**src/rtl/bnd_sched_if.sv**
```systemverilog
// Bundle of requester, consumer and bnd-unit signals around the bnd scheduler.
// The slave modport is the scheduler; the master modport is everything around it.
interface bnd_sched_if #(
    parameter int unsigned NREQ = 3,
    parameter int unsigned TAGW = 4
);
    logic [NREQ-1:0]      req_vld;
    logic [NREQ-1:0]      req_rdy;
    logic [NREQ*65-1:0]   req_A;
    logic [NREQ*65-1:0]   req_B;
    logic [NREQ*TAGW-1:0] req_tag;
    logic [NREQ-1:0]      flush;
    logic [64:0]          bnd_A;
    logic [64:0]          bnd_B;
    logic [64:0]          bnd_C;
    logic [NREQ-1:0]      res_vld;
    logic [NREQ*65-1:0]   res_data;
    logic [NREQ*TAGW-1:0] res_tag;
    logic [NREQ-1:0]      res_ack;
    logic                 idle;

    modport master (
        output req_vld, req_A, req_B, req_tag, flush, res_ack, bnd_C,
        input  req_rdy, bnd_A, bnd_B, res_vld, res_data, res_tag, idle
    );

    modport slave (
        input  req_vld, req_A, req_B, req_tag, flush, res_ack, bnd_C,
        output req_rdy, bnd_A, bnd_B, res_vld, res_data, res_tag, idle
    );
endinterface

```
**src/rtl/bnd_sched.sv**
```systemverilog
// Round-robin scheduler sharing one fixed-latency bnd unit among NREQ requesters.
// Two credits per port bound outstanding work, so each 2-entry result FIFO cannot overflow.
module bnd_sched #(
    parameter int unsigned NREQ = 3,
    parameter int unsigned TAGW = 4,
    parameter int unsigned LAT  = 3
) (
    input logic        clk,
    input logic        rst,
    bnd_sched_if.slave bus
);
    localparam int unsigned PW = (NREQ > 1) ? $clog2(NREQ) : 1;

    function automatic logic [PW-1:0] wrap_inc(input logic [PW-1:0] base, input int unsigned off);
        int unsigned s;
        s = 32'(base) + off;
        if (s >= NREQ) s = s - NREQ;
        return s[PW-1:0];
    endfunction

    logic [PW-1:0]                  r_rr;
    logic [NREQ-1:0][1:0]           r_credit;
    logic [64:0]                    r_bnd_a;
    logic [64:0]                    r_bnd_b;
    logic [LAT:0]                   r_stg_vld;
    logic [LAT:0][PW-1:0]           r_stg_port;
    logic [LAT:0][TAGW-1:0]         r_stg_tag;
    logic [NREQ-1:0][1:0][64:0]     r_fifo_data;
    logic [NREQ-1:0][1:0][TAGW-1:0] r_fifo_tag;
    logic [NREQ-1:0]                r_wr_ptr;
    logic [NREQ-1:0]                r_rd_ptr;
    logic [NREQ-1:0][1:0]           r_cnt;

    logic [NREQ-1:0]      w_elig;
    logic [NREQ-1:0]      w_gnt;
    logic                 w_any;
    logic [PW-1:0]        w_gnt_idx;
    logic [64:0]          w_sel_a;
    logic [64:0]          w_sel_b;
    logic [TAGW-1:0]      w_sel_tag;
    logic                 w_cap;
    logic [PW-1:0]        w_cap_port;
    logic [NREQ-1:0]      w_push;
    logic [NREQ-1:0]      w_pop;
    logic [NREQ-1:0]      w_res_vld;
    logic [NREQ*65-1:0]   w_res_data;
    logic [NREQ*TAGW-1:0] w_res_tag;

    // First eligible port scanning upward from the round-robin pointer.
    always_comb begin
        w_any     = 1'b0;
        w_gnt_idx = '0;
        for (int unsigned i = 0; i < NREQ; i++) begin
            w_elig[i] = bus.req_vld[i] && (r_credit[i] != 2'd0) && !bus.flush[i];
        end
        for (int unsigned k = 0; k < NREQ; k++) begin
            if (!w_any && w_elig[wrap_inc(r_rr, k)]) begin
                w_any     = 1'b1;
                w_gnt_idx = wrap_inc(r_rr, k);
            end
        end
        if (rst) w_any = 1'b0;
        w_gnt = '0;
        if (w_any) w_gnt[w_gnt_idx] = 1'b1;
    end

    always_comb begin
        w_sel_a   = '0;
        w_sel_b   = '0;
        w_sel_tag = '0;
        for (int unsigned i = 0; i < NREQ; i++) begin
            if (w_gnt[i]) begin
                w_sel_a   = bus.req_A[i*65 +: 65];
                w_sel_b   = bus.req_B[i*65 +: 65];
                w_sel_tag = bus.req_tag[i*TAGW +: TAGW];
            end
        end
    end

    // A flush in the capture cycle drops the result along with the rest of the port's work.
    assign w_cap_port = r_stg_port[LAT];
    assign w_cap      = r_stg_vld[LAT] && !bus.flush[w_cap_port] && !rst;

    always_comb begin
        w_push = '0;
        w_pop  = '0;
        for (int unsigned i = 0; i < NREQ; i++) begin
            w_push[i] = w_cap && (w_cap_port == PW'(i));
            w_pop[i]  = (r_cnt[i] != 2'd0) && bus.res_ack[i] && !bus.flush[i] && !rst;
        end
    end

    always_ff @(posedge clk) begin
        if (rst) begin
            r_rr        <= '0;
            r_bnd_a     <= '0;
            r_bnd_b     <= '0;
            r_stg_vld   <= '0;
            r_stg_port  <= '0;
            r_stg_tag   <= '0;
            r_fifo_data <= '0;
            r_fifo_tag  <= '0;
            r_wr_ptr    <= '0;
            r_rd_ptr    <= '0;
            r_cnt       <= '0;
            for (int unsigned i = 0; i < NREQ; i++) begin
                r_credit[i] <= 2'd2;
            end
        end else begin
            if (w_any) begin
                r_rr    <= wrap_inc(w_gnt_idx, 1);
                r_bnd_a <= w_sel_a;
                r_bnd_b <= w_sel_b;
            end
            r_stg_vld[0]  <= w_any;
            r_stg_port[0] <= w_gnt_idx;
            r_stg_tag[0]  <= w_sel_tag;
            for (int unsigned k = 1; k <= LAT; k++) begin
                r_stg_vld[k]  <= r_stg_vld[k-1] && !bus.flush[r_stg_port[k-1]];
                r_stg_port[k] <= r_stg_port[k-1];
                r_stg_tag[k]  <= r_stg_tag[k-1];
            end
            for (int unsigned i = 0; i < NREQ; i++) begin
                if (bus.flush[i]) begin
                    r_credit[i] <= 2'd2;
                    r_cnt[i]    <= 2'd0;
                    r_wr_ptr[i] <= 1'b0;
                    r_rd_ptr[i] <= 1'b0;
                end else begin
                    if (w_gnt[i] && !w_pop[i]) begin
                        r_credit[i] <= r_credit[i] - 2'd1;
                    end else if (!w_gnt[i] && w_pop[i]) begin
                        r_credit[i] <= r_credit[i] + 2'd1;
                    end
                    if (w_push[i]) begin
                        r_fifo_data[i][r_wr_ptr[i]] <= bus.bnd_C;
                        r_fifo_tag[i][r_wr_ptr[i]]  <= r_stg_tag[LAT];
                        r_wr_ptr[i]                 <= ~r_wr_ptr[i];
                    end
                    if (w_pop[i]) r_rd_ptr[i] <= ~r_rd_ptr[i];
                    r_cnt[i] <= r_cnt[i] + {1'b0, w_push[i]} - {1'b0, w_pop[i]};
                end
            end
        end
    end

    always_comb begin
        w_res_vld  = '0;
        w_res_data = '0;
        w_res_tag  = '0;
        for (int unsigned i = 0; i < NREQ; i++) begin
            if (!rst && (r_cnt[i] != 2'd0)) begin
                w_res_vld[i]              = 1'b1;
                w_res_data[i*65 +: 65]    = r_fifo_data[i][r_rd_ptr[i]];
                w_res_tag[i*TAGW +: TAGW] = r_fifo_tag[i][r_rd_ptr[i]];
            end
        end
    end

    assign bus.req_rdy  = w_gnt;
    assign bus.bnd_A    = r_bnd_a;
    assign bus.bnd_B    = r_bnd_b;
    assign bus.res_vld  = w_res_vld;
    assign bus.res_data = w_res_data;
    assign bus.res_tag  = w_res_tag;
    assign bus.idle     = rst || ((r_stg_vld == '0) && (r_cnt == '0));
endmodule

```
**src/flat_wrapper.sv**
```systemverilog
// flat-port wrapper written by rule: the top's interface ports become plain ports
module bnd_sched_flat 
#(
    parameter int unsigned NREQ = 3,
    parameter int unsigned TAGW = 4,
    parameter int unsigned LAT  = 3
)
  (clk, rst, bus_req_vld, bus_req_A, bus_req_B, bus_req_tag, bus_flush, bus_res_ack, bus_bnd_C, bus_req_rdy, bus_bnd_A, bus_bnd_B, bus_res_vld, bus_res_data, bus_res_tag, bus_idle);
  bnd_sched_if #(.NREQ(NREQ), .TAGW(TAGW)) bus_i ();
  input logic clk;
  input logic rst;
  input wire logic [$bits(bus_i.req_vld)-1:0] bus_req_vld;
  input wire logic [$bits(bus_i.req_A)-1:0] bus_req_A;
  input wire logic [$bits(bus_i.req_B)-1:0] bus_req_B;
  input wire logic [$bits(bus_i.req_tag)-1:0] bus_req_tag;
  input wire logic [$bits(bus_i.flush)-1:0] bus_flush;
  input wire logic [$bits(bus_i.res_ack)-1:0] bus_res_ack;
  input wire logic [$bits(bus_i.bnd_C)-1:0] bus_bnd_C;
  output wire logic [$bits(bus_i.req_rdy)-1:0] bus_req_rdy;
  output wire logic [$bits(bus_i.bnd_A)-1:0] bus_bnd_A;
  output wire logic [$bits(bus_i.bnd_B)-1:0] bus_bnd_B;
  output wire logic [$bits(bus_i.res_vld)-1:0] bus_res_vld;
  output wire logic [$bits(bus_i.res_data)-1:0] bus_res_data;
  output wire logic [$bits(bus_i.res_tag)-1:0] bus_res_tag;
  output wire logic [$bits(bus_i.idle)-1:0] bus_idle;
  assign bus_i.req_vld = bus_req_vld;
  assign bus_i.req_A = bus_req_A;
  assign bus_i.req_B = bus_req_B;
  assign bus_i.req_tag = bus_req_tag;
  assign bus_i.flush = bus_flush;
  assign bus_i.res_ack = bus_res_ack;
  assign bus_i.bnd_C = bus_bnd_C;
  assign bus_req_rdy = bus_i.req_rdy;
  assign bus_bnd_A = bus_i.bnd_A;
  assign bus_bnd_B = bus_i.bnd_B;
  assign bus_res_vld = bus_i.res_vld;
  assign bus_res_data = bus_i.res_data;
  assign bus_res_tag = bus_i.res_tag;
  assign bus_idle = bus_i.idle;
  bnd_sched #(.NREQ(NREQ), .TAGW(TAGW), .LAT(LAT)) u_core (.clk(clk), .rst(rst), .bus(bus_i));
endmodule
```
**config.mk**
```make
export PLATFORM = sky130hd
export DESIGN_NAME = bnd_sched_flat
export DESIGN_NICKNAME = d
export VERILOG_FILES = /design/src/rtl/bnd_sched_if.sv /design/src/rtl/bnd_sched.sv /design/src/flat_wrapper.sv
export SDC_FILE = /design/constraint.sdc
export NUM_CORES = 1
export LEC_CHECK = 0
export ABC_AREA = 1
export BUFFER_PORTS_ARGS = -buffer_cell sky130_fd_sc_hd__buf_4
export CAP_MARGIN = 20
export CORE_AREA = 8 8 316 318
export DETAILED_ROUTE_END_ITERATION = 12
export DIE_AREA = 0 0 324 326
export HOLD_SLACK_MARGIN = 0.08
export PLACE_DENSITY = 0.54
export SYNTH_ARGS = -nofsm -noshare
export SYNTH_HDL_FRONTEND = slang
export SYNTH_SLANG_ARGS = --single-unit
export TNS_END_PERCENT = 10
```
**constraint.sdc**
```tcl
create_clock -name clk -period 8.5 [get_ports clk]
set_input_delay 0.85 -clock clk [delete_from_list [all_inputs] [get_ports clk]]
set_output_delay 0.85 -clock clk [all_outputs]
set_load 0.005 [all_outputs]
```
==> out/summary.json <==
{
  "max_cap_viol_count": 0,
  "clockRootBuffer": "sky130_fd_sc_hd__clkbuf_16",
  "worst_setup_path_start_kind": "flip-flop",
  "critPathKind": "reg2out",
  "core_area_um2": 94400,
  "grt_start_max_net_pins": 234,
  "power.leakage_uw": 0.0228,
  "reg2reg_setup_slack_ns": 4.34,
  "worstHoldPathType": "reg2reg",
  "cts_hold_repair.buffers": 0,
  "critical_path_required_ns": 7.65,
  "worst-path-max-fanout": 55,
  "synthTopCellsByArea": "sky130_fd_sc_hd__dfxtp_1 38%, sky130_fd_sc_hd__nand2_1 22%, sky130_fd_sc_hd__nor2_1 12%",
  "synth.ff_latch_count": 592,
  "cell_internal_pwr_uw": 5910,
  "postRouteAntennaNets": 0,
  "vias": 32900,
  "power.share.switching": 0.411,
  "chipWidth_um": 324,
  "yosysUniqueCellTypes": 31,
  "drt_pass1_iterations": 5,
  "synth_enable_flop_cells": 0,
  "r2r.worst_path.cells": 14,
  "status": "finished, final reports clean",
  "synth_top_cell_by_area": "sky130_fd_sc_hd__dfxtp_1",
  "cts_post_setup_buffers_inserted": 0,
  "grt_first_pass_wirelength_mm": 194,
  "clk_latency_ns": 0.64,
  "groute.layer.met2.usage": 0.405,
  "comb_power_share": 0.387,
  "synth_area_um2": 31000,
  "post_synth_inst_count": 5280,
  "place_area_um2": 37700,
  "period_minus_slack_ns": 4.54,
  "dieHeight_um": 326,
  "timing.max_slew.rel_slack": 0.170,
  "hold_path_startpoint": "u_core.r_stg_tag[5]",
  "std_cell_rows": 113,
  "grt_util_met1": 0.277,
  "clock_tree.htree_level_count": 3,
  "net-switching-power_uw": 4120,
  "hold_end": "u_core.r_stg_tag[9]",
  "end_kind": "output pin",
  "async_reset_ff_frac": 0,
  "post-synth-top-area-fraction": 0.382,
  "part_of_the_power_in_registers": 0.314,
  "detail_route.iter0.violations": 2530,
  "yosysMostFrequentCell": "sky130_fd_sc_hd__nand2_1",
  "worst_path_max_delay_cell": "sky130_fd_sc_hd__nand3_4",
  "report.final.slew_viol_count": 0,
  "antenna_found_initial": 28,
  "clk_transition_reported_paths_ns": 0.05,
  "grt_util_met3": 0.0557,
  "nets": 6347,
  "yosys_warnings": 0,
  "synth_fp_nets": 5773,
  "cellPowerDensity_nw_per_um2": 251,
  "post_cts_resize_count": 0,
  "final_layout_size_suffix_gt1_frac": 0.165,
  "final.period_utilization": 0.534,
  "cts-buffers-inserted": 71,
  "cts_tree": "built",
  "cp.buffers_inverters": 6,
  "clock_power_share": 0.299,
  "synth.top_cells.by_count": "1,811 x sky130_fd_sc_hd__nand2_1, 1,012 x sky130_fd_sc_hd__nor2_1, 814 x sky130_fd_sc_hd__inv_1",
  "timing.critical_path.max_delay_family": "simple AND/OR/NAND/NOR gates",
  "worstPathCellList": "inv_1, ha_1, inv_1, nand2_1, o21ai_1, nand2_1, inv_1, a21oi_1, nand3_4, nand2_2, inv_2, nand2_8, inv_4, buf_4",
  "fin_worst_skew_ns": 0.0396,
  "floorplan.initialDensity": 0.328,
  "highest_achievable_clock_rate_ghz": 0.220,
  "number_of_setup_violations_in_the_final_report": 0,
  "slowest_delay_ns": 0.56,
  "critical-path-top-cell-by-count": "sky130_fd_sc_hd__inv_1",
  "design.portCount": 822,
  "syn_avg_cell_area_um2": 5.87,
  "crit-reg2reg-capture": "u_core.bus.bnd_B[49]",
  "yosys_most_used_dff": "sky130_fd_sc_hd__dfxtp_1",
  "setup_repair_after_global_routing_missed_its_margin": "no",
  "globalRoute.busiestLayer": "met2",
  "dieArea_um2": 106000,
  "tightestPinTransition_ns": 1.24,
  "wl_per_cell_um": 18.0,
  "design_area_um2": 39900,
  "routed_wl_mm": 129,
  "routabilityCongestion": 0.921,
  "portBuffers": 821,
  "worstHoldPathCells": 2,
  "area_growth_pct": 28.8,
  "drc": 0,
  "grt.overflow.total": 0,
  "cts_num_sinks": 592,
  "fraction_of_the_yosys_area_taken_by_sequential_cells": 0.382,
  "place.detailed.hpwl_mm": 90.8,
  "cts.path.max_buffers": 3,
  "drt-vias-per-instance": 4.58,
  "critical_path.reg2reg.startpoint": "u_core.r_rr[0]",
  "first_global_vias": 30900,
  "worstPathArrival_ns": 3.69,
  "timing.final.hold_violations": 0,
  "track_usage": 0.234,
  "final_total_negative_setup_slack_ns": 0,
  "power.ir.vdd_worst_uv": 299
}
-- power groups by stage --
| stage | sequential [µW] | clock, µW | combinational (µW) |
|---|---|---|---|
| after floorplan | 3200 | 0 | 2480 |
| after global placement | 3200 | 0 | 3870 |
| after detailed placement | 3190 | 0 | 3880 |
| after CTS | 3140 | 3100 | 3890 |
| after global routing | 3170 | 3210 | 4290 |
| final | 3150 | 3000 | 3880 |
-- cell type report --
| cell class | count | area (µm²) |
|---|---|---|
| flip-flops and latches | 592 | 11900 |
| multi-input cells | 3520 | 14700 |
| diodes | 16 | 40.0 |
| clock buffers | 99 | 1990 |
| fillers | 10400 | 54500 |
| clock inverters | 19 | 224 |
| well taps | 1265 | 1580 |
| inverters | 817 | 3080 |
| repair buffers | 852 | 6450 |
-- flip-flops by register name (all words and copies together), names as in the netlist --
register            count
u_core.r_fifo_data    390
u_core.r_cnt            6
u_core.bus.bnd_A       65
u_core.r_rr             2
u_core.r_stg_port       6
u_core.r_stg_tag       16
u_core.r_stg_vld        4
u_core.bus.bnd_B       65
u_core.r_wr_ptr         3
u_core.r_rd_ptr         3
u_core.r_fifo_tag      24
u_core.r_credit         6
u_core.w_cap_port       2
-- stage by stage --
stage | setup slack, ns | total power, µW | instances | util | hold WS [ns]
floorplan | 4.86 | 5680 | 5280 | - | 0.388
global placement | 4.13 | 7070 | 7046 | 0.399 | 0.393
detailed placement | 4.01 | 7080 | 7046 | 0.399 | 0.393
CTS | 3.92 | 10100 | 7164 | 0.423 | 0.365
global route | 3.67 | 10700 | 7179 | 0.423 | 0.403
finish | 3.96 | 10000 | 7180 | 0.423 | 0.386
-- per-layer routing --
metal	up-vias	routed length, µm	share of wire
met1	14900	52400	0.41
met5	-	82	0.00063
met2	924	63700	0.49
met3	174	8720	0.067
li1	16900	-	-
met4	12	4270	0.033
-- logic make-up (layout without fill, tap and decap cells) --
kind of cell    count (synthesis)  in the layout  synth area share
other cells                     0             16                 0
compound gates                247            247            0.0408
fa+ha+maj                      15             15           0.00605
buf+inv                      1168           1787             0.147
simple gates                 3254           3254             0.423
flops                         592            592             0.382
xor+xnor                        4              4           0.00113
-- worst min-delay path: cells and delay by family (launching register included) --
kind,cells,cell delay [ns]
simple gates,1,0.03
buf+inv,1,0.04
flops,1,0.29
-- cells in the final DEF (no fill, tap or decap), drive strengths merged --
cell type  Yosys  layout
o22ai          1       1
nand3        144     144
clkinv         0      13
a21oi         19      19
buf          114     852
nand4        269     269
or2            6       6
a221oi         1       1
xnor2          3       3
nand3b         3       3
nor4           2       2
a311oi         1       1
clkbuf       237      99
nor3           3       3
o41ai          1       1
ha            15      15
o21ai        224     224
nand2       1813    1813
inv          817     820
dfxtp        592     592
and3           1       1
diode          0      16
xor2           1       1
bufinv         0       3
nor2        1013    1013
-- how the worst max path moves through the flow --
stage	slack, ns	depth (start not counted)	start	end
after floorplan	4.86	15	bus_req_vld[1]	bus_req_rdy[0]
after global placement	4.13	13	bus_flush[1]	u_core.bus.bnd_B[37]
after detailed placement	4.01	15	bus_flush[1]	u_core.bus.bnd_B[49]
after CTS	3.92	14	u_core.r_rr[1]	bus_req_rdy[2]
after global routing	3.67	13	u_core.r_rr[1]	bus_req_rdy[2]
final	3.96	14	u_core.r_rr[1]	bus_req_rdy[2]
Power figures use the tool's default switching activity.
